`src/rtl/cache_refill_ctrl.sv`:
```
// Miss refill sequencer: optional dirty-victim write-back, line fetch, then
// the data-array refill strobe and tag update toward the set-associative cache.
module cache_refill_ctrl #(
    parameter int INDEX_BITS = 3,
    parameter int TAG_BITS   = 25
) (
    input  logic                  clk,
    input  logic                  nrst,
    input  logic                  i_miss,
    input  logic [31:0]           i_addr,
    input  logic                  i_victim_dirty,
    input  logic [TAG_BITS-1:0]   i_victim_tag,
    input  logic [127:0]          i_victim_block,
    output logic                  o_mem_req,
    output logic                  o_mem_we,
    output logic [31:0]           o_mem_addr,
    output logic [127:0]          o_mem_wdata,
    input  logic                  i_mem_ack,
    input  logic [127:0]          i_mem_rdata,
    output logic                  o_data_from_mem_valid,
    output logic [127:0]          o_data_from_mem,
    output logic                  o_tag_wr,
    output logic [INDEX_BITS-1:0] o_index,
    output logic [TAG_BITS-1:0]   o_tag,
    output logic                  o_busy,
    output logic                  o_refill_done
);

    // state     | meaning
    // S_IDLE    | waiting for a miss
    // S_CAPTURE | victim block/tag/dirty valid from the arrays this cycle
    // S_WB      | dirty victim write-back outstanding
    // S_RD      | line read outstanding
    // S_FILL    | refill strobe and tag write to the arrays
    // S_DONE    | completion pulse, back to idle next
    typedef enum logic [2:0] {
        S_IDLE,
        S_CAPTURE,
        S_WB,
        S_RD,
        S_FILL,
        S_DONE
    } state_t;

    state_t                state_q, state_d;
    logic                  req_q, req_d;
    logic                  we_q, we_d;
    logic [31:0]           addr_q, addr_d;
    logic [127:0]          wdata_q, wdata_d;
    logic                  valid_q, valid_d;
    logic [127:0]          data_q, data_d;
    logic                  tag_wr_q, tag_wr_d;
    logic [INDEX_BITS-1:0] index_q, index_d;
    logic [TAG_BITS-1:0]   tag_q, tag_d;
    logic                  busy_q, busy_d;
    logic                  done_q, done_d;

    logic                  mem_done;
    logic                  addr_unused;

    // Byte offset within the line never reaches memory.
    assign addr_unused = ^i_addr[3:0];
    assign mem_done    = req_q & i_mem_ack;

    always_comb begin
        state_d  = state_q;
        req_d    = req_q;
        we_d     = we_q;
        addr_d   = addr_q;
        wdata_d  = wdata_q;
        valid_d  = 1'b0;
        data_d   = data_q;
        tag_wr_d = 1'b0;
        index_d  = index_q;
        tag_d    = tag_q;
        busy_d   = busy_q;
        done_d   = 1'b0;

        case (state_q)
            S_IDLE: begin
                if (i_miss) begin
                    tag_d   = i_addr[31 -: TAG_BITS];
                    index_d = i_addr[3+INDEX_BITS:4];
                    busy_d  = 1'b1;
                    state_d = S_CAPTURE;
                end
            end
            S_CAPTURE: begin
                req_d = 1'b1;
                if (i_victim_dirty) begin
                    we_d    = 1'b1;
                    addr_d  = {i_victim_tag, index_q, 4'b0000};
                    wdata_d = i_victim_block;
                    state_d = S_WB;
                end else begin
                    we_d    = 1'b0;
                    addr_d  = {tag_q, index_q, 4'b0000};
                    state_d = S_RD;
                end
            end
            S_WB: begin
                // req stays up: the read follows the write-back without a gap
                if (mem_done) begin
                    we_d    = 1'b0;
                    addr_d  = {tag_q, index_q, 4'b0000};
                    state_d = S_RD;
                end
            end
            S_RD: begin
                if (mem_done) begin
                    req_d    = 1'b0;
                    data_d   = i_mem_rdata;
                    valid_d  = 1'b1;
                    tag_wr_d = 1'b1;
                    state_d  = S_FILL;
                end
            end
            S_FILL: begin
                done_d  = 1'b1;
                state_d = S_DONE;
            end
            S_DONE: begin
                busy_d  = 1'b0;
                state_d = S_IDLE;
            end
            default: begin
                state_d = S_IDLE;
            end
        endcase
    end

    always_ff @(posedge clk or negedge nrst) begin
        if (!nrst) begin
            state_q  <= S_IDLE;
            req_q    <= 1'b0;
            we_q     <= 1'b0;
            addr_q   <= '0;
            wdata_q  <= '0;
            valid_q  <= 1'b0;
            data_q   <= '0;
            tag_wr_q <= 1'b0;
            index_q  <= '0;
            tag_q    <= '0;
            busy_q   <= 1'b0;
            done_q   <= 1'b0;
        end else begin
            state_q  <= state_d;
            req_q    <= req_d;
            we_q     <= we_d;
            addr_q   <= addr_d;
            wdata_q  <= wdata_d;
            valid_q  <= valid_d;
            data_q   <= data_d;
            tag_wr_q <= tag_wr_d;
            index_q  <= index_d;
            tag_q    <= tag_d;
            busy_q   <= busy_d;
            done_q   <= done_d;
        end
    end

    assign o_mem_req             = req_q;
    assign o_mem_we              = we_q;
    assign o_mem_addr            = addr_q;
    assign o_mem_wdata           = wdata_q;
    assign o_data_from_mem_valid = valid_q;
    assign o_data_from_mem       = data_q;
    assign o_tag_wr              = tag_wr_q;
    assign o_index               = index_q;
    assign o_tag                 = tag_q;
    assign o_busy                = busy_q;
    assign o_refill_done         = done_q;

endmodule

```
`config.mk`:
```
export PLATFORM = sky130hd
export DESIGN_NAME = cache_refill_ctrl
export DESIGN_NICKNAME = d
export VERILOG_FILES = /design/src/rtl/cache_refill_ctrl.sv
export SDC_FILE = /design/constraint.sdc
export NUM_CORES = 1
export LEC_CHECK = 0
export ABC_AREA = 1
export BUFFER_PORTS_ARGS = -buffer_cell sky130_fd_sc_hd__buf_2
export CAP_MARGIN = 20
export CORE_AREA = 2 2 247 249
export DETAILED_ROUTE_END_ITERATION = 16
export DIE_AREA = 0 0 249 251
export PLACE_DENSITY = 0.45
export REMOVE_ABC_BUFFERS = 1
export SLEW_MARGIN = 20
export SYNTH_ARGS = -nofsm -noshare
export SYNTH_HDL_FRONTEND = slang
export SYNTH_SLANG_ARGS = --single-unit
```
`constraint.sdc`:
```
create_clock -name clk -period 1.3 [get_ports clk]
set_input_delay 0.325 -clock clk [delete_from_list [all_inputs] [get_ports clk]]
set_output_delay 0.325 -clock clk [all_outputs]
set_load 0.02 [all_outputs]
```
# [Word level (Yosys, flattened, before mapping)]
# Index checks and enable logic that the tools add are counted.
# Widths: inputs -> output; s select.
[word_totals] in_bits=318 wordCells=48 reg_bits=324 output_inout_bits=322
[classes] reduce_logical=11 eq_ne=8 mux=17 bitwise_logic=1
[ops] cell="$mux 32" n=2
[ops] cell="$pmux 32 s2" n=1
[ops] cell="$pmux 3 s5" n=1
[ops] cell="$reduce_and 2->1" n=6
[ops] cell="$mux 3" n=3
[ops] cell="$mux 1" n=7
[ops] cell="$eq 3x2->1 const B" n=2
[ops] cell="$eq 3x3->1 const B" n=2
[ops] cell="$ne 2x2->1 const B" n=3
[ops] cell="$pmux 1 s2" n=3
[ops] cell="$reduce_bool 2->1" n=3
[ops] cell="$eq 3x1->1 const B" n=1
[ops] cell="$logic_not 3->1" n=1
[ops] cell="$reduce_and 3->1" n=1
[ops] cell="$and 1x1->1" n=1

# [Logic depth before layout (Yosys ltp)]
# Gate-level depths: netlist of the first run.
[logic_depth] depth_word=3 mapped_depth=9 depth_no_buf=7

# [Worst setup path before layout of the first run]
# Ideal clock, no wire load.
[synth_timing] kind="register -> register" start="register state_q[2]" end="register req_q, in the netlist o_mem_req" arrival_time_ps=1244 path_slack_ps=-74 required_time_ps=1170 synth_period_minus_slack_ps=1374 stages_incl_launch_ff=9 setup_time_ps=130 n_path_buf=2 cell_sequence="dfrtp_1 > inv_2 > nand2_1 > nor2_2 > nand2_1 > buf_2 > buf_2 > nand2_1 > nand2_1"
[synth_between] elab_chain_len=3 elab_cells_between_ends=6 cone_classes="eq/ne: 3; mux: 1; reduce/logical: 2"
[synth_rtl] element="start, declared" line_no="45" text="state_t state_q, state_d;"
[synth_rtl] element="start signal, assigned" line_no="147" text="state_q <= state_d;"
[synth_rtl] element="$eq 3x2->1 / $eq 3x1->1 (equally long branches)" line_no="79" text="case (state_q)"
[synth_rtl] element="$ne 2x2->1 (no line) / $reduce_bool 2->1 (equally long branches)"
[synth_rtl] element="$reduce_and 2->1 (no line)"
[synth_rtl] element="end signal, assigned" line_no="148" text="req_q <= req_d;"
[synth_rtl] element="end, declared" line_no="46" text="logic req_q, req_d;"
# Several ways; a longest one is shown, not always the timed one.
# A chain may end at the register's enable or synchronous reset.

# [Worst setup path in the final report of the first run]
[layout_timing] start="register req_q, in the netlist o_mem_req" end="output port o_mem_req"
[layout_rtl] element="end, declared" line_no="14" text="output logic o_mem_req,"
# No word-level cell between the ends.

==> results of run 1 <==
-- flip-flops by register name, indices dropped and copies added (netlist names), 3 cells and up --
| register | flops |
|---|---|
| o_mem_wdata | 128 |
| o_index | 3 |
| o_mem_addr | 28 |
| o_tag | 25 |
| state_q | 3 |
| o_data_from_mem | 128 |
-- cell families (layout without fill, tap and decap cells) --
| kind of cell | after synthesis | count (layout) | synth area share, % |
|---|---|---|---|
| AOI/OAI and AO/OA | 54 | 54 | 2.08 |
| buffers and inverters | 141 | 1237 | 5.26 |
| DFF | 320 | 320 | 61.7 |
| other | 1 | 8 | 0.0289 |
| and+or+nand+nor | 1010 | 1010 | 30.9 |
-- repair_timing --
action | CTS | global route
pin swaps | 17 | 53
setup endpoints to repair | 633 | 638
hold buffers | 250 | 1
buffers inserted | 107 | 2
cloned | 41 | 17
resized for setup | 739 | 255
hold endpoints to repair | 415 | 1
-- report_power, final --
| part | switching [mW] | internal (mW) | leakage, nW |
|---|---|---|---|
| clock | 4.62 | 7.24 | 0.693 |
| combinational | 18.5 | 18.0 | 9.42 |
| sequential | 3.71 | 14.6 | 3.97 |
-- through the flow --
stage	setup slack, ns	TNS [ns]
after floorplan	-3.21	-867.91
after global placement	-0.153	-25.36
after detailed placement	-0.183	-33.29
after CTS	-0.275	-105.06
after global routing	-0.305	-128.78
final	-0.224	-88.40
-- cell usage after synthesis --
cell type	instances	area share, %
buf_4	25	1.4
a21oi_1	25	0.96
nor2_1	25	0.72
clkbuf_1	27	0.78
buf_1	2	0.058
nand3_1	163	6.3
nor2_2	2	0.096
nand2_1	815	24
nor3_1	1	0.039
dfrtp_1	320	62
buf_2	48	1.9
nand3b_1	1	0.058
o21ai_0	29	1.1
conb_1	1	0.029
inv_1	35	1.0
nand2_2	2	0.096
nor2_4	1	0.087
inv_2	4	0.12
-- placed cells by master, fill, tap and decap left out, types with 2 or more instances in the layout --
cell and n:
dfrtp_1 319, nor2_4 7, o21ai_0 28, conb_1 4
nor2_1 18, diode_2 4, buf_6 298, inv_2 3
buf_12 40, nand2_4 49, nand3_4 10, buf_8 12
nand2_8 4, buf_4 115, inv_1 34, inv_6 3
nor2_2 3, clkbuf_16 53, bufinv_16 3, inv_16 2
nand3_2 44, buf_2 352, nand2_2 142, clkbuf_1 8
dlygate4sd3_1 251, clkinv_2 3, nand2_1 622, nand3_1 109
buf_16 42, clkbuf_8 14, a21oi_1 24
-- final cells by class --
| type | count | area [um2] | share of cell area (%) |
|---|---|---|---|
| Timing Repair inverter | 1 | 20.0 | 0.0740 |
| Inverter | 39 | 185 | 0.684 |
| Clock inverter | 11 | 159 | 0.587 |
| Antenna cell | 4 | 10.0 | 0.0370 |
| Tap cell | 782 | 978 | 3.62 |
| Clock buffer | 63 | 1250 | 4.61 |
| Multi-Input combinational cell | 1068 | 5490 | 20.3 |
| Timing Repair Buffer | 1123 | 11000 | 40.5 |
| Sequential cell | 320 | 8010 | 29.6 |
-- routing by layer --
layer | part of all wire, % | global-route usage, % | routed length (um)
met1 | 39 | 22.0 | 24600
met2 | 50 | 32.3 | 31800
met3 | 6.8 | 4.79 | 4300
met4 | 4.1 | 7.98 | 2600
met5 | 0.033 | 0 | 21
-- worst max-delay path, delay by kind of cell, from the launching register on --
| kind | cells | cell delay (ns) |
|---|---|---|
| buffers and inverters | 2 | 0.24 |
| flip-flops | 1 | 0.39 |
-- path summary, 6_finish.rpt --
kind | startpoint | to | depth (start not counted)
worst max-delay path | o_mem_req | o_mem_req | 2
worst min-delay path | i_victim_block[120] | o_mem_wdata[120] | 3
worst max register to register | state_q[0] | o_data_from_mem[104] | 10
worst min register to register | o_mem_wdata[49] | o_mem_wdata[49] | 2
max in group asynchronous | nrst | o_mem_wdata[18] | 4
min in group asynchronous | nrst | o_data_from_mem[49] | 2
==> results.md, run 1 <==
Finish:
- The finished layout holds 3411 standard cells, fillers aside.
- Relative to the synthesized area, the layout overhead comes to 108%.
- Of the cells placed in the final design, the portion with a size suffix greater than 1 is 45.9%.
- The number of nets in the final layout is 2912.
- At the end of the flow the core is filled with cells to 45.3%.
- The final standard cell area without fillers is 0.0271 mm2.
- After filler insertion, the fill cell instance count of the layout stands at 5516.

Worst setup path:
- The required time of the worst setup path is 0.98 ns.
- Data on the critical path arrives at its endpoint at 1.20 ns.
- The highest net fanout along the worst path is 2.
- Traced cell by cell, the critical path runs through buf_6 -> buf_6.
- The type of origin of the critical path is a register.
- The peak per-stage delay on the critical path is 0.39 ns.
- The minimum setup slack among reg-to-reg paths is -0.22 ns.
- The worst setup path is captured at a primary output.
- The critical path is of the reg -> out type.
- The largest individual stage delay along the critical path comes from the cell dfrtp_1.
- By instance count, the cell type seen most on the critical path is buf_6.

CTS:
- The later pin in the worst-skew pair is clocked with a latency of 0.56 ns.
- Counting along the longest clock path gives a buffer depth of 3.
- The number of levels the H-tree was split into is 2.
- Clock tree synthesis inserted a total of 41 buffers.
- TritonCTS built the clock tree.
- Clock tree synthesis found a total of 320 sinks.
- The tree is rooted in a clkbuf_16.
- Clock-pin slew was measured on the worst setup and hold paths at 0.06 ns.

Drt:
- The count of nets left with antenna violations once routing finished came out at 0.
- The number of search-and-repair iterations in the first detailed-routing pass is 5.
- For this block, the initial DRC count from the detailed router was 632.
- The routed design has 63.2 mm of wire.
- The total number of vias is 14800.
- Using the TritonRoute via totals, the vias-per-cell ratio works out to 4.33.
- In the routed design, unresolved DRC markers number 0.
- After detailed routing, the average wire length per cell comes to 18.5 um.

Floorplan:
- The core outline area is 0.0598 mm2.
- From left edge to right edge, the die measures 249 um.
- The number of placed I/O pins is 640.
- The height of the chip is 251 um.
- The die covers 0.0625 mm2.
- The initial cell density of the core is 21.7%.
- The row count is 90.

STA:
- The setup skew after layout is 0.0211 ns.
- Dividing the final minimum period by the clock period gives 117%.
- The highest clock frequency the design can meet is 656 MHz.
- The final hold violation count came to 0.
- The final setup slack of the worst path is -0.224 ns.
- The worst hold slack after final layout is 0.0364 ns.
- The final count of negative-setup-slack endpoints is 635.
- The max-slew violation total from the final report is 0.
- The final critical-path required period is 1.52 ns.
- Setup repair after global routing could not meet its margin everywhere.

Place:
- The instance area at placement is 0.0176 mm2.
- The HPWL after detailed placement is 36.9 mm.
- The quantity of I/O buffers inserted on ports is 631.
- The routability-driven placement congestion ratio is 0.876.
- Counting tap cells, the placed design contains a total of 2920 instances.

GRT:
- The total routing resource utilization after global routing is 18.7%.
- The leftover overflow at the end of global routing is 0.
- Entering global routing, the biggest net connects 63 pins.
- The global-route wire length before repair is 90.7 mm.
- The number of antenna violations at the first check in global routing is 6.
- The number of global-route vias before repair came to 15300.

Logic synthesis:
- The synthesized instance count is 1526.
- The post-synthesis sequential element count is 320.
- Averaged over all synthesized cells, the footprint is 8.51 um2.
- The cell area after synthesis is 0.0130 mm2.
- For this run, the number of Yosys warnings is 0.
- Sequential elements use 61.7% of the synthesized area.
- The netlist uses 18 different library cells.

Hold path:
- The path class of the lowest-slack min-delay path is in -> reg.

Pwr:
- The power density relative to cell area is 2460 mW/mm2.
- Summing internal, switching and leakage power gives 66.7 mW.
- The leakage power is 14.1 nW.
- The worst vdd rail ir drop is 0.00143 V.

Status:
- The run finished, with violations left.
- The final reports fail on negative setup slack.

Flow run:
- The tool flagged a number of max-cap violations equal to 0.
(Power assumes the default switching activity.)
==> run 2: changes to the inputs <==
==> config.mk (replaced) <==
export PLATFORM = sky130hd
export DESIGN_NAME = cache_refill_ctrl
export DESIGN_NICKNAME = d
export VERILOG_FILES = /design/src/rtl/cache_refill_ctrl.sv
export SDC_FILE = /design/constraint.sdc
export NUM_CORES = 1
export LEC_CHECK = 0
export ABC_AREA = 0
export BUFFER_PORTS_ARGS = -buffer_cell sky130_fd_sc_hd__buf_2
export CAP_MARGIN = 20
export CORE_AREA = 2 2 251 253
export DETAILED_ROUTE_END_ITERATION = 16
export DIE_AREA = 0 0 253 255
export PLACE_DENSITY = 0.43
export RECOVER_POWER = 50
export REMOVE_ABC_BUFFERS = 1
export SLEW_MARGIN = 20
export SYNTH_ARGS = -nofsm -noshare
export SYNTH_HDL_FRONTEND = slang
export SYNTH_SLANG_ARGS = --single-unit
export TNS_END_PERCENT = 10
==> results.md, run 2 <==
Status:
- The flow ran to the end, but the final reports show violations.
- The checks that failed: negative setup slack.

Logic synthesis:
- The cell area after synthesis is 0.0123 mm2.
- The unique cell type count in the Yosys netlist is 29.
- The number of synthesis warnings is 0.
- The post-synthesis sequential element count is 320.
- By area, the combinational part of the netlist is dominated by multiplexers.
- Of the total synthesized cell area, the portion taken by full adders, half adders and majority gates is 0%.
- The fraction of registers with async set or reset after synthesis is 100%.
- For this run, the register share of the synthesized area comes to 64.9%.
- Of the total synthesized cell area, the portion taken by XOR and XNOR cells is 0%.
- After Yosys synthesis, and, or, nand and nor cells account for 1.48% of the synthesized area.
- The commonest cells after synthesis are 320 x dfrtp_1, 189 x mux2_2, 98 x mux2_1.
- A synthesized cell averages 16.3 um2.
- The proportion of netlist area held by the largest area contributor is 64.9%.
- The synthesized instance count is 757.
- The most common cell in the synthesized netlist is dfrtp_1.
- After synthesis, the cell types taking the most area are dfrtp_1 65%, mux2_2 17%, mux2_1 8.9%, mux2i_1 2.1%, buf_8 1.3%.
- The synthesized netlist devotes 1.63% of its cell area to compound gates.
- Counting flops with a built-in enable in the synthesized netlist gives 0.
- Summed over all instances, the cell type with the most area after synthesis is dfrtp_1.
- The multiplexer area fraction after synthesis is 28.3%.
- The most frequently used flop master after synthesis is dfrtp_1.

GRT:
- The number of global-route vias before repair came to 10600.
- The total routing resource utilization after global routing is 11.9%.
- The first global-routing pass estimated 60.2 mm of wire.
- The largest net degree at the start of global routing is 51.
- Summed over all layers, the global routing overflow is 0.
- The number of antenna violations at the first check in global routing was 2.

STA:
- Dividing the final minimum period by the clock period gives 133%.
- For the pin with the worst max-slew slack, the measured transition is 0.586 ns.
- For the finished layout, the period the worst path requires is 1.72 ns.
- The worst slew slack as a fraction of its limit is 60.9%.
- The final setup slack of the worst path is -0.424 ns.
- The final hold violation count came to 0.
- The highest clock frequency the design can meet is 580 MHz.
- The setup skew after layout is 0.0117 ns.
- Setup repair after global routing could not meet its margin everywhere.
- The worst hold slack after final layout is 0.0368 ns.
- The max-slew violation total from the final report is 0.
- The final count of negative-setup-slack endpoints is 632.

Worst setup path:
- The critical path data arrival time is 2.14 ns.
- STA classifies the critical path startpoint as a register.
- The highest net fanout along the worst path is 23.
- At the worst endpoint, the required time is 1.72 ns.
- The timing startpoint of the critical path is state_q[1].
- The start of the worst register-to-register path is state_q[1].
- The worst setup path is captured at a register.
- The setup path with the least slack is of type reg -> reg.

Place:
- The estimated wirelength of the detail-placed design is 30.2 mm.
- Routability-driven placement finished with a final weighted congestion of 0.729.
- The quantity of I/O buffers inserted on ports is 631.

CTS:
- The clock buffer count from CTS is 38.
- The maximum number of buffers from clock root to sink is 3.
- The clock-pin transition on the worst setup and hold timing paths is 0.06 ns.
- TritonCTS built the clock tree.
- The latest clock arrival within the worst-skew pair is 0.54 ns.
- The clock sink count is 320.
- The clock tree root buffer cell is clkbuf_16.
- In this run the number of H-tree levels came out at 2.

Pwr:
- Dividing total power by cell area gives a power density of 2510 mW/mm2.
- Combinational cells account for 47.6% of the total power.
- The leakage power is 10.4 nW.
- Sequential cells burn 33.3% of the power.
- The share of total power dissipated in the clock network is 19.1%.
- The total internal power is 34.1 mW.
- The share of total power consumed by net switching is 37.8%.
- Summed over all nets, the switching power comes to 20.7 mW.
- The worst vdd rail ir drop is 0.00143 V.

Finish:
- At the end of the flow the core is filled with cells to 35.0%.
- The most common cell after layout, fill and taps aside is buf_2.
- The library cells used most frequently in the layout, excluding fill and tap cells, are 522 x buf_2, 318 x dfrtp_1, 267 x dlygate4sd3_1.
- The area occupied by registers is 0.00801 mm2.
- After filler insertion, the fill cell instance count of the layout stands at 6097.
- The area added between synthesis and finish is 76.3%.
- Cells with a size suffix above 1 make up 56.8% of the layout.
- The number of nets in the final layout is 2044.
- In the final layout, the multi-input gates occupy 0.00415 mm2.

Floorplan:
- The floorplan step defined a die boundary enclosing 0.0645 mm2.
- The height of the chip is 255 um.
- The number of placed I/O pins is 640.
- The core outline area is 0.0622 mm2.
- The horizontal die dimension is 253 um.
- The row count is 92.
- The initial utilization of the core area, before any placement, comes to 19.9%.

Drt:
- The count of nets left with antenna violations once routing finished came out at 0.
- The wire length per cell is 16.5 um.
- The total number of vias is 9958.
- The number of DRC markers after the initial detailed-route iteration is 272.
- The final routed DRC violation total is 0.
- The average via count per standard cell is 3.90.
- The wire length after detailed routing is 42.1 mm.
- The first detailed-routing pass took 4 iterations.

Flow run:
- The number of max-cap violations is 0.

Hold path:
- The path class of the lowest-slack min-delay path is in -> reg.
- The startpoint identified for the worst hold timing path is i_victim_block[127].
[run 2: path summary, 6_finish.rpt]
path / slack [ns] / depth (start not counted) / to
min: 0.04 / 2 / o_mem_wdata[127]
min in group asynchronous: 0.39 / 2 / o_data_from_mem[87]
min reg2reg: 0.48 / 1 / o_data_from_mem[81]
max: -0.42 / 5 / o_mem_wdata[39]
max reg2reg: -0.42 / 5 / o_mem_wdata[39]
max in group asynchronous: 0.18 / 3 / o_data_from_mem[97]
[run 2: metrics by stage]
step           TNS [ns]  cell area [um2]  power [mW]  cells  worst slack [ns]
6_report        -142.98            21800        54.7   2553            -0.424
5_1_grt         -186.76            21800        57.8   2553            -0.497
4_1_cts         -166.59            21000        52.5   2545            -0.458
3_5_place_dp    -117.27            16900        40.1   2209            -0.424
3_3_place_gp    -111.73            16900        39.7   2209            -0.392
2_1_floorplan  -1096.62            11900        30.4    713             -5.08
[run 2: layout make-up]
| class | instances | share of cell area (%) |
|---|---|---|
| diodes | 1 | 0.0115 |
| clock buffers | 56 | 5.05 |
| clock inverters | 11 | 0.518 |
| inverters | 3 | 0.0518 |
| multi-input cells | 390 | 19.1 |
| flip-flops and latches | 320 | 36.8 |
| well taps | 799 | 4.59 |
| repair buffers | 973 | 33.9 |
[run 2: cell families (layout without fill, tap and decap cells)]
logic type | after synthesis | after routing
flip-flops | 320 | 320
multiplexers | 313 | 313
buffers and inverters | 50 | 1043
AND/OR/NAND/NOR | 38 | 38
AO/OA/AOI/OAI | 35 | 35
other | 1 | 5
[run 2: power groups by stage]
stage,Combinational (mW),Clock [mW],Sequential (mW)
global placement,22.0,0,17.7
floorplan,6.54,0,23.8
detailed placement,22.3,0,17.8
global route,27.6,11.3,18.9
finish,26.1,10.5,18.2
CTS,23.7,10.9,17.9
[run 2: critical path, cell delays in order, from the launching register on]
cell	delay, ns
dfrtp_1	0.38
nand2b_1	0.20
nor3b_4	0.26
buf_12	0.20
buf_12	0.19
mux2_2	0.36
[run 2: what timing repair did]
item,CTS,global route
pin swaps,0,1
hold buffers,267,0
endpoints found under the hold margin,277,0
buffers inserted,2,3
cloned,0,4
resized for setup,75,209
endpoints found under the setup margin,633,635
[run 2: metal layers]
metal / GRT usage, % / wire length, um / up-vias
li1: - / - / 4583
met1: 13.0 / 15800 / 4947
met2: 22.0 / 22200 / 367
met3: 3.66 / 3080 / 59
met4: 3.79 / 1020 / 2
met5: 0 / 14 / -
